[src/rtl/imem_load_controller.sv]
// Instruction-memory arbiter between the core's fetch path and a program-load stream.
// RUN passes fetches straight through. LOAD stalls the core and writes streamed words
// from address 0 upward. DONE is a single cycle that pulses done before the core resumes.
module imem_load_controller #(
  parameter int unsigned DEPTH         = 32,
  parameter int unsigned CNT_W         = 6,
  parameter bit          LOAD_ON_RESET = 1'b0,
  parameter logic [31:0] NOP_WORD      = 32'h0000_0000
) (
  input  logic             clk,
  input  logic             reset,
  input  logic             load_start,
  input  logic [CNT_W-1:0] load_len,
  input  logic             s_valid,
  input  logic [31:0]      s_data,
  output logic             s_ready,
  input  logic [31:0]      cpu_A,
  output logic [31:0]      cpu_RD,
  output logic             cpu_stall,
  output logic             fetch_oob,
  output logic [31:0]      mem_A,
  output logic             mem_WE,
  output logic [31:0]      mem_WD,
  input  logic [31:0]      mem_RD,
  output logic             busy,
  output logic             done,
  output logic             err,
  output logic [CNT_W-1:0] words_loaded
);

  typedef enum logic [1:0] {StRun, StLoad, StDone} state_e;

  state_e           state_q;
  logic [CNT_W-1:0] len_q;
  logic [CNT_W-1:0] ptr_q;
  logic [CNT_W-1:0] words_q;
  logic             done_q;
  logic             err_q;

  logic len_ok;
  logic cpu_in_range;
  logic last_word;

  assign len_ok       = (load_len != '0) && (load_len <= CNT_W'(DEPTH));
  assign cpu_in_range = cpu_A < 32'(DEPTH);
  assign last_word    = (ptr_q == len_q - CNT_W'(1));

  // Control FSM: state, load length, write pointer and the one-cycle status pulses.
  always_ff @(posedge clk) begin
    if (reset) begin
      state_q <= LOAD_ON_RESET ? StLoad : StRun;
      len_q   <= LOAD_ON_RESET ? CNT_W'(DEPTH) : '0;
      ptr_q   <= '0;
      words_q <= '0;
      done_q  <= 1'b0;
      err_q   <= 1'b0;
    end else begin
      done_q <= 1'b0;
      err_q  <= 1'b0;
      unique case (state_q)
        StRun: begin
          if (load_start) begin
            if (len_ok) begin
              len_q   <= load_len;
              ptr_q   <= '0;
              words_q <= '0;
              state_q <= StLoad;
            end else begin
              err_q <= 1'b1;
            end
          end
        end
        StLoad: begin
          if (s_valid) begin
            words_q <= words_q + CNT_W'(1);
            if (last_word) begin
              // Pointer is left at len-1 so it never runs past the loaded region.
              state_q <= StDone;
              done_q  <= 1'b1;
            end else begin
              ptr_q <= ptr_q + CNT_W'(1);
            end
          end
        end
        StDone: begin
          state_q <= StRun;
        end
        default: begin
          state_q <= StRun;
        end
      endcase
    end
  end

  // Datapath steering for memory, core and loader, decoded from the current state.
  always_comb begin
    mem_A     = cpu_A;
    mem_WE    = 1'b0;
    mem_WD    = 32'h0;
    s_ready   = 1'b0;
    cpu_stall = 1'b0;
    busy      = 1'b0;
    cpu_RD    = NOP_WORD;
    fetch_oob = 1'b0;
    unique case (state_q)
      StRun: begin
        if (cpu_in_range) begin
          cpu_RD = mem_RD;
        end else begin
          fetch_oob = 1'b1;
        end
      end
      StLoad: begin
        mem_A     = {{(32-CNT_W){1'b0}}, ptr_q};
        mem_WE    = s_valid;
        mem_WD    = s_data;
        s_ready   = 1'b1;
        cpu_stall = 1'b1;
        busy      = 1'b1;
      end
      StDone: begin
        mem_A     = {{(32-CNT_W){1'b0}}, ptr_q};
        cpu_stall = 1'b1;
        busy      = 1'b1;
      end
      default: begin
        cpu_stall = 1'b1;
      end
    endcase
  end

  assign done         = done_q;
  assign err          = err_q;
  assign words_loaded = words_q;

endmodule

[config.mk]
export PLATFORM = sky130hd
export DESIGN_NAME = imem_load_controller
export DESIGN_NICKNAME = d
export VERILOG_FILES = /design/src/rtl/imem_load_controller.sv
export SDC_FILE = /design/constraint.sdc
export NUM_CORES = 1
export LEC_CHECK = 0
export CORE_MARGIN = 2
export CORE_UTILIZATION = 31
export CTS_CLUSTER_SIZE = 10
export DETAILED_ROUTE_END_ITERATION = 8
export PLACE_DENSITY_LB_ADDON = 0.15
export SETUP_SLACK_MARGIN = 0.02
export SLEW_MARGIN = 15
export SYNTH_ARGS = -nofsm -noshare
export SYNTH_HDL_FRONTEND = slang
export SYNTH_SLANG_ARGS = --single-unit
[constraint.sdc]
create_clock -name clk -period 6.6 [get_ports clk]
set_input_delay 1.32 -clock clk [delete_from_list [all_inputs] [get_ports clk]]
set_output_delay 1.32 -clock clk [all_outputs]
set_load 0.02 [all_outputs]
# Word level (Yosys, flattened, before mapping)
# Cells that the tools add are included.
[totals] regBits=22 inputBits=106 output_inout_bits=109 wordCells=58
[classes] n_addsub=3 magnitude_cmp=2 n_eq_ne=8 muxes=24 n_bitwise=4 n_reduce_logical=11
[op_table] op="32-bit 2-to-1 mux" count=4
[op_table] op="32-bit by 6-bit less-than comparator with 1-bit output (second input constant)" count=1
[op_table] op="6-bit 2-to-1 mux" count=5
[op_table] op="6-bit one-hot mux with 2 select lines" count=2
[op_table] op="6-bit by 1-bit adder with 6-bit output (second input constant)" count=2
[op_table] op="2-bit != test (second input constant)" count=5
[op_table] op="1-bit 2-to-1 mux" count=8
[op_table] op="2-bit 2-to-1 mux" count=4
[op_table] op="4-bit AND reduction" count=2
[op_table] op="6-bit == test" count=1
[op_table] op="6-bit <= comparator (second input constant)" count=1
[op_table] op="6-bit nonzero test" count=1
[op_table] op="3-bit OR reduction" count=2
[op_table] op="6-bit by 1-bit subtractor with 6-bit output (second input constant)" count=1
[op_table] op="5-bit AND reduction" count=1
[op_table] op="1-bit NOT" count=4
[op_table] op="2-bit one-hot mux with 2 select lines" count=1
[op_table] op="3-bit AND reduction" count=1
[op_table] op="2-bit by 1-bit == test with 1-bit output (second input constant)" count=1
[op_table] op="2-bit == test (second input constant)" count=1
[op_table] op="2-bit logical NOT" count=1
[op_table] op="2-bit nonzero test" count=1
[op_table] op="2-bit OR reduction" count=1
[op_table] op="1-bit logical AND" count=1

# Depth between registers and ports, before layout
# Gate-level depths: netlist (run 1).
[depth] ltp_word=5 mapped_depth=9 ltp_nobuf=8

# Worst setup path before layout (run 1)
# No wires, ideal clock.
[synth_timing] path_type="input to output" start="input port cpu_A[28]" end="output port cpu_RD[22]" t_arrival_ns=2.419 setup_slack_ns=2.861 stages=5 path_buffers=1 cell_sequence="nor4_1 > nand4_1 > nor2_1 > clkbuf_1 > and3_1"
[synth_between] elab_chain_len=3
[synth_rtl] item="start: declaration" line_no="17" text="input logic [31:0] cpu_A,"
[synth_rtl] item="32-bit by 6-bit less-than comparator with 1-bit output" line_no="45" text="assign cpu_in_range = cpu_A < 32'(DEPTH);"
[synth_rtl] item="32-bit 2-to-1 mux" line_no="107" text="if (cpu_in_range) begin"
[synth_rtl] item="32-bit 2-to-1 mux" line_no="105" text="unique case (state_q)"
[synth_rtl] item="end: declaration" line_no="18" text="output logic [31:0] cpu_RD,"
# Every way passes these cells.

# Final worst setup path (run 1)
[layout_timing] start="input port cpu_A[30]" end="output port cpu_RD[30]"
# The elaborated chain is that of the path after synthesis.

==> flow_summary.toml, run 1 <==
[run_status]
status = "finished clean"

[floorplan]
coreArea_mm2 = 0.00628
io_pins = 215
die-area_mm2 = 0.00709
start_util_pct = 31.8
rows = 29
die_h_um = 84.2
die_w_um = 84.2

[routing]
ant_nets = 0
dr.pass1.iters = 4
wl_per_cell_um = 15.7
viasPerCell = 4.86
vias = 2645
drc = 0
finalWirelength_mm = 8.54
dr.first_iter.drc_count = 134

[worst_setup_path]
r2r_cells = 7
cp_max_fo = 33
critPathMostFrequentCell = "clkdlybuf4s50_1"
reg2reg_setup_slack_ps = 3620
path_class = "in -> out"
worstSetupStartpoint = "cpu_A[30]"
cp_top_family = "buffers and inverters"
path_buf_inv = 3
reg2reg_from = "state_q[1]"
cpPeakStageDelay_ps = 620
cp.arrival_ps = 3470
cp_cell_sequence = "clkdlybuf4s50_1 -> nor4_1 -> nand4_1 -> nor2_1 -> buf_4 -> and3_1 -> clkdlybuf4s50_1"
rr_endpoint = "ptr_q[5]"
cp.required_ps = 5280
cp-start-kind = "input port"
critPathSlowestCell = "clkdlybuf4s50_1"
end_kind = "output pin"

[cells_and_area]
multi_input_area_mm2 = 0.00145
diodes = 0
syn_to_final_growth_pct = 112
seq_area_um2 = 440
post-route-util_pct = 67.3
final_common_cell = "clkdlybuf4s50_1"
final_cell_mix = "clkdlybuf4s50_1 (214), and2_1 (36), and3_1 (34), nor2b_1 (26), dfxtp_1 (22)"
drive_gt1_share_pct = 3.85
n_fill_cell = 536
nets = 579
design_area_mm2 = 0.00422

[synth]
synth_cells = 268
synth_area_mm2 = 0.00199
synth-main-ff-cell = "dfxtp_1"
syn-num-nets = 379
yosysUniqueCellTypes = 40
synth_area_per_cell_um2 = 7.44
async_reset_ff_share_pct = 0
ys_seq_area_share_pct = 22.1
synth_edf_count = 0
ys_ff_latch = 22
yosysWarnings = 0

[cts]
insertion_delay_ps = 260
clockBufferDepth = 2
cts_inserted_buffers = 3
hold_buffers = 0
cts_tree = "yes"
clk_pin_slew_ps = 80
cts_resized = 0
clock-sinks = 22
cts_setup_buffers = 0
root_buffer = "clkbuf_8"
h-tree-depth = 1

[power_and_ir_drop]
internal_power_mw = 0.446
p_comb_share_pct = 67.5
p_leak_nw = 1.67
clkPwrFrac_pct = 12.9
p_total_mw = 0.755
peakVddDrop_mv = 0.112
p_seq_share_pct = 19.6
p_sw_share_pct = 41.0
p_sw_mw = 0.309
powerDensity_mw_per_mm2 = 179

[hold_path]
hp-start = "words_loaded[5]"
min_path_cells = 2
whs_endpoint = "words_loaded[5]"
hp-class = "reg -> reg"

[grt]
grt_usage_pct = 22.3
antenna_found_initial = 0
grt_max_degree = 47
gr-total-overflow = 0
first_global_vias = 2578
grt_pass1_wl_mm = 13.0

[sta]
fmax_mhz = 209
slew_headroom_pct = 31.6
setup_ws_ps = 1810
max_slew.worst_pin.slew_ps = 1030
drv_slew = 0
worst_clock_skew_ps = 5.49
period_minus_slack_ps = 4790
finalCritPeriodShare_pct = 72.6
setup_viol = 0
rsz0062_at_grt = "no"
fin_tns_setup_ps = 0
hold_viol_final = 0

[placed_design]
routabilityCongestion = 0.785
dpl.hpwl_mm = 6.95
pre_cts_ws_ps = 1790
post_dp_cell_area_mm2 = 0.00417
io_buffers = 214

[job]
max-cap-violations = 0
==> flip-flops by register name, summed over array words and instances (netlist names) <==
register	flops
words_loaded	6
state_q	2
err	1
len_q	6
ptr_q	6
done	1
==> per-layer routing <==
layer	vias up	share of wire (%)	routed length, um	global-route usage (%)
li1	1332	-	-	-
met1	1208	38	3210	24.1
met2	93	53	4510	41.6
met3	12	7.9	674	7.18
met4	0	1.7	143	5.72
met5	-	0	0	0
==> power groups by stage <==
stage | sequential [mW] | combinational (mW) | clock (mW)
after CTS | 0.148 | 0.512 | 0.0978
after detailed placement | 0.151 | 0.509 | 0
after global placement | 0.151 | 0.502 | 0
after global routing | 0.149 | 0.544 | 0.103
after floorplan | 0.150 | 0.263 | 0
final | 0.148 | 0.510 | 0.0971
==> tightest hold or removal path: stages (launching register included) <==
cell and delay (ps):
dfxtp_1 330, o21ai_0 70, a21oi_1 60
==> cells in the mapped netlist (2+ instances only) <==
master | number | area (um2)
mux2i_1 | 7 | 70.1
nor4_1 | 6 | 37.5
o21ai_0 | 5 | 25.0
nand2b_1 | 5 | 31.3
xor2_1 | 6 | 52.6
and3_1 | 34 | 213
inv_1 | 6 | 22.5
nor3_1 | 5 | 25.0
a31oi_1 | 5 | 31.3
dfxtp_1 | 22 | 440
a21o_1 | 4 | 30.0
and2_1 | 36 | 225
o211ai_1 | 2 | 15.0
or4_1 | 2 | 15.0
nand2_1 | 11 | 41.3
nor2b_1 | 26 | 163
or3_1 | 2 | 12.5
ha_1 | 5 | 62.6
clkbuf_1 | 19 | 71.3
nand3_1 | 7 | 35.0
nand4_1 | 5 | 31.3
nor2_1 | 16 | 60.1
mux2_2 | 6 | 67.6
xnor2_1 | 4 | 35.0
a211oi_1 | 2 | 15.0
a21oi_1 | 6 | 30.0
==> stage by stage <==
step	hold slack, ps	std cells
floorplan	466	268
global placement	471	540
detailed placement	485	540
CTS	499	544
global route	525	544
finish	496	544
==> layout make-up <==
cell class	instances	area share (%)
flip-flops and latches	22	10.4
repair buffers	216	51.1
inverters	6	0.533
clock buffers	4	1.30
well taps	77	2.28
multi-input cells	219	34.4
==> kinds of logic after synthesis <==
group                      after synthesis  share of synthesized area, %
buffers and inverters                   27                          5.14
DFF                                     22                          22.1
xor gates and xnor gates                10                          4.39
and+or+nand+nor                        161                          47.2
adders and majority gates                5                          3.14
muxes                                   13                          6.90
AOI/OAI and AO/OA                       30                          11.2
==> worst max path at each step <==
stage | slack (ps) | end | depth (start not counted)
6_report | 1810 | cpu_RD[30] | 7
5_1_grt | 1660 | cpu_RD[30] | 7
4_1_cts | 1780 | cpu_RD[30] | 7
3_5_place_dp | 1790 | cpu_RD[30] | 7
3_3_place_gp | 1770 | cpu_RD[30] | 7
2_1_floorplan | 2860 | cpu_RD[22] | 5
No activity file was read; power rests on OpenSTA's default activity.
==> run 2: changes to the inputs <==
--- a/config.mk
+++ b/config.mk
@@ -6,7 +6,7 @@
 export NUM_CORES = 1
 export LEC_CHECK = 0
 export CORE_MARGIN = 2
-export CORE_UTILIZATION = 31
+export CORE_UTILIZATION = 26
 export CTS_CLUSTER_SIZE = 10
 export DETAILED_ROUTE_END_ITERATION = 8
 export PLACE_DENSITY_LB_ADDON = 0.15
==> constraint.sdc (replaced) <==
create_clock -name clk -period 4.2 [get_ports clk]
set_input_delay 0.84 -clock clk [delete_from_list [all_inputs] [get_ports clk]]
set_output_delay 0.84 -clock clk [all_outputs]
set_load 0.02 [all_outputs]
==> flow_summary.toml, run 2 (synthesis gave the netlist of run 1 again) <==
[run_status]
status = "finished clean"

[worst_setup_path]
cp-start-kind = "input port"
path_buf_inv = 3
rr_endpoint = "ptr_q[4]"
path_class = "in -> out"
cp_max_fo = 33
critPathMostFrequentCell = "clkdlybuf4s50_1"
end_kind = "output pin"
reg2reg_from = "state_q[1]"
cp.required_ps = 3360
cp_cell_sequence = "clkdlybuf4s50_1 -> nor4_1 -> nand4_1 -> nor2_1 -> buf_4 -> and3_1 -> clkdlybuf4s50_1"
reg2reg_setup_slack_ps = 1250
cp.arrival_ps = 2990
cp_top_family = "buffers and inverters"
critPathSlowestCell = "clkdlybuf4s50_1"
cpPeakStageDelay_ps = 640
r2r_cells = 7

[sta]
setup_viol = 0
period_minus_slack_ps = 3830
finalCritPeriodShare_pct = 91.1
worst_clock_skew_ps = 4.82
drv_slew = 0
fmax_mhz = 261
slew_headroom_pct = 29.5
hold_viol_final = 0
setup_ws_ps = 372
fin_tns_setup_ps = 0
max_slew.worst_pin.slew_ps = 1060
rsz0062_at_grt = "no"
timing.hold.ws_ps = 505

[routing]
dr.first_iter.drc_count = 83
wl_met3_um = 572
ant_nets = 0
dr_wl_met2_mm = 4.51
vias = 2593
dr.pass1.iters = 4
viasPerCell = 4.57
finalWirelength_mm = 8.51
drc = 0
wl_per_cell_um = 15.0
wl_met1_mm = 3.40
dr.max_layer_used = "met4"

[grt]
gr-total-overflow = 0
grt_max_degree = 43
antenna_found_initial = 0
first_global_vias = 2707
grt_usage_pct = 19.5
grt_pass1_wl_mm = 13.4

[cts]
hold_buffers = 0
root_buffer = "clkbuf_8"
cts_resized = 0
clockBufferDepth = 2
cts_inserted_buffers = 3
insertion_delay_ps = 260
cts_tree = "yes"
clock-sinks = 22
cts_setup_buffers = 0
clk_pin_slew_ps = 80
h-tree-depth = 1

[cells_and_area]
final_common_cell = "clkdlybuf4s50_1"
drive_gt1_share_pct = 4.06
n_fill_cell = 654
nets = 580
diodes = 0
final_cell_mix = "clkdlybuf4s50_1 (214), and2_1 (36), and3_1 (34), nor2b_1 (26), dfxtp_1 (22)"
syn_to_final_growth_pct = 113

[hold_path]
hp-class = "reg -> reg"
min_path_cells = 2
whs_endpoint = "words_loaded[5]"
hp-start = "words_loaded[5]"

[power_and_ir_drop]
p_leak_nw = 1.67
powerDensity_mw_per_mm2 = 280
peakVddDrop_mv = 0.144

[job]
max-cap-violations = 0

[placed_design]
io_buffers = 214
dpl.hpwl_mm = 6.93
pre_cts_ws_ps = 324
routabilityCongestion = 0.931

[floorplan]
die-area_mm2 = 0.00839
die_h_um = 91.6
coreArea_mm2 = 0.00733
die_w_um = 91.6
io_pins = 215
start_util_pct = 27.2
rows = 31
run 2: power breakdown:
part | internal (mW) | switching, mW
registers | 0.220 | 0.0126
logic | 0.401 | 0.406
clock network | 0.0835 | 0.0680
total | 0.704 | 0.486
run 2: per-layer routing:
metal,vias to the layer above,track usage [%]
met1,1162,22.3
met2,99,36.9
met5,-,0
met3,2,5.23
met4,0,2.02
li1,1330,-
run 2: worst max path at each step:
stage | cells past startpoint | start | end
CTS | 7 | cpu_A[22] | cpu_RD[16]
floorplan | 5 | cpu_A[28] | cpu_RD[22]
global route | 7 | cpu_A[22] | cpu_RD[16]
finish | 7 | cpu_A[22] | cpu_RD[16]
detailed placement | 7 | cpu_A[22] | cpu_RD[16]
global placement | 7 | cpu_A[22] | cpu_RD[16]
run 2: area by class of cell:
type,instances,area (um2),area share (%)
Tap cell,99,124,2.91
Timing Repair Buffer,217,2160,50.8
Clock buffer,4,55.1,1.29
Inverter,6,22.5,0.529
Sequential cell,22,440,10.3
Multi-Input combinational cell,219,1450,34.1
run 2: worst min-delay path: stages (launching register included):
cell and delay (ps):
dfxtp_1 330, o21ai_0 70, a21oi_1 60
run 2: stage by stage:
stage	utilization (%)	total power, mW	area, um2	std cells
2_1_floorplan	-	0.649	1990	268
3_3_place_gp	57.3	1.04	4200	563
3_5_place_dp	57.3	1.05	4200	563
4_1_cts	58.1	1.20	4260	567
5_1_grt	58.1	1.27	4260	567
6_report	58.1	1.19	4260	567
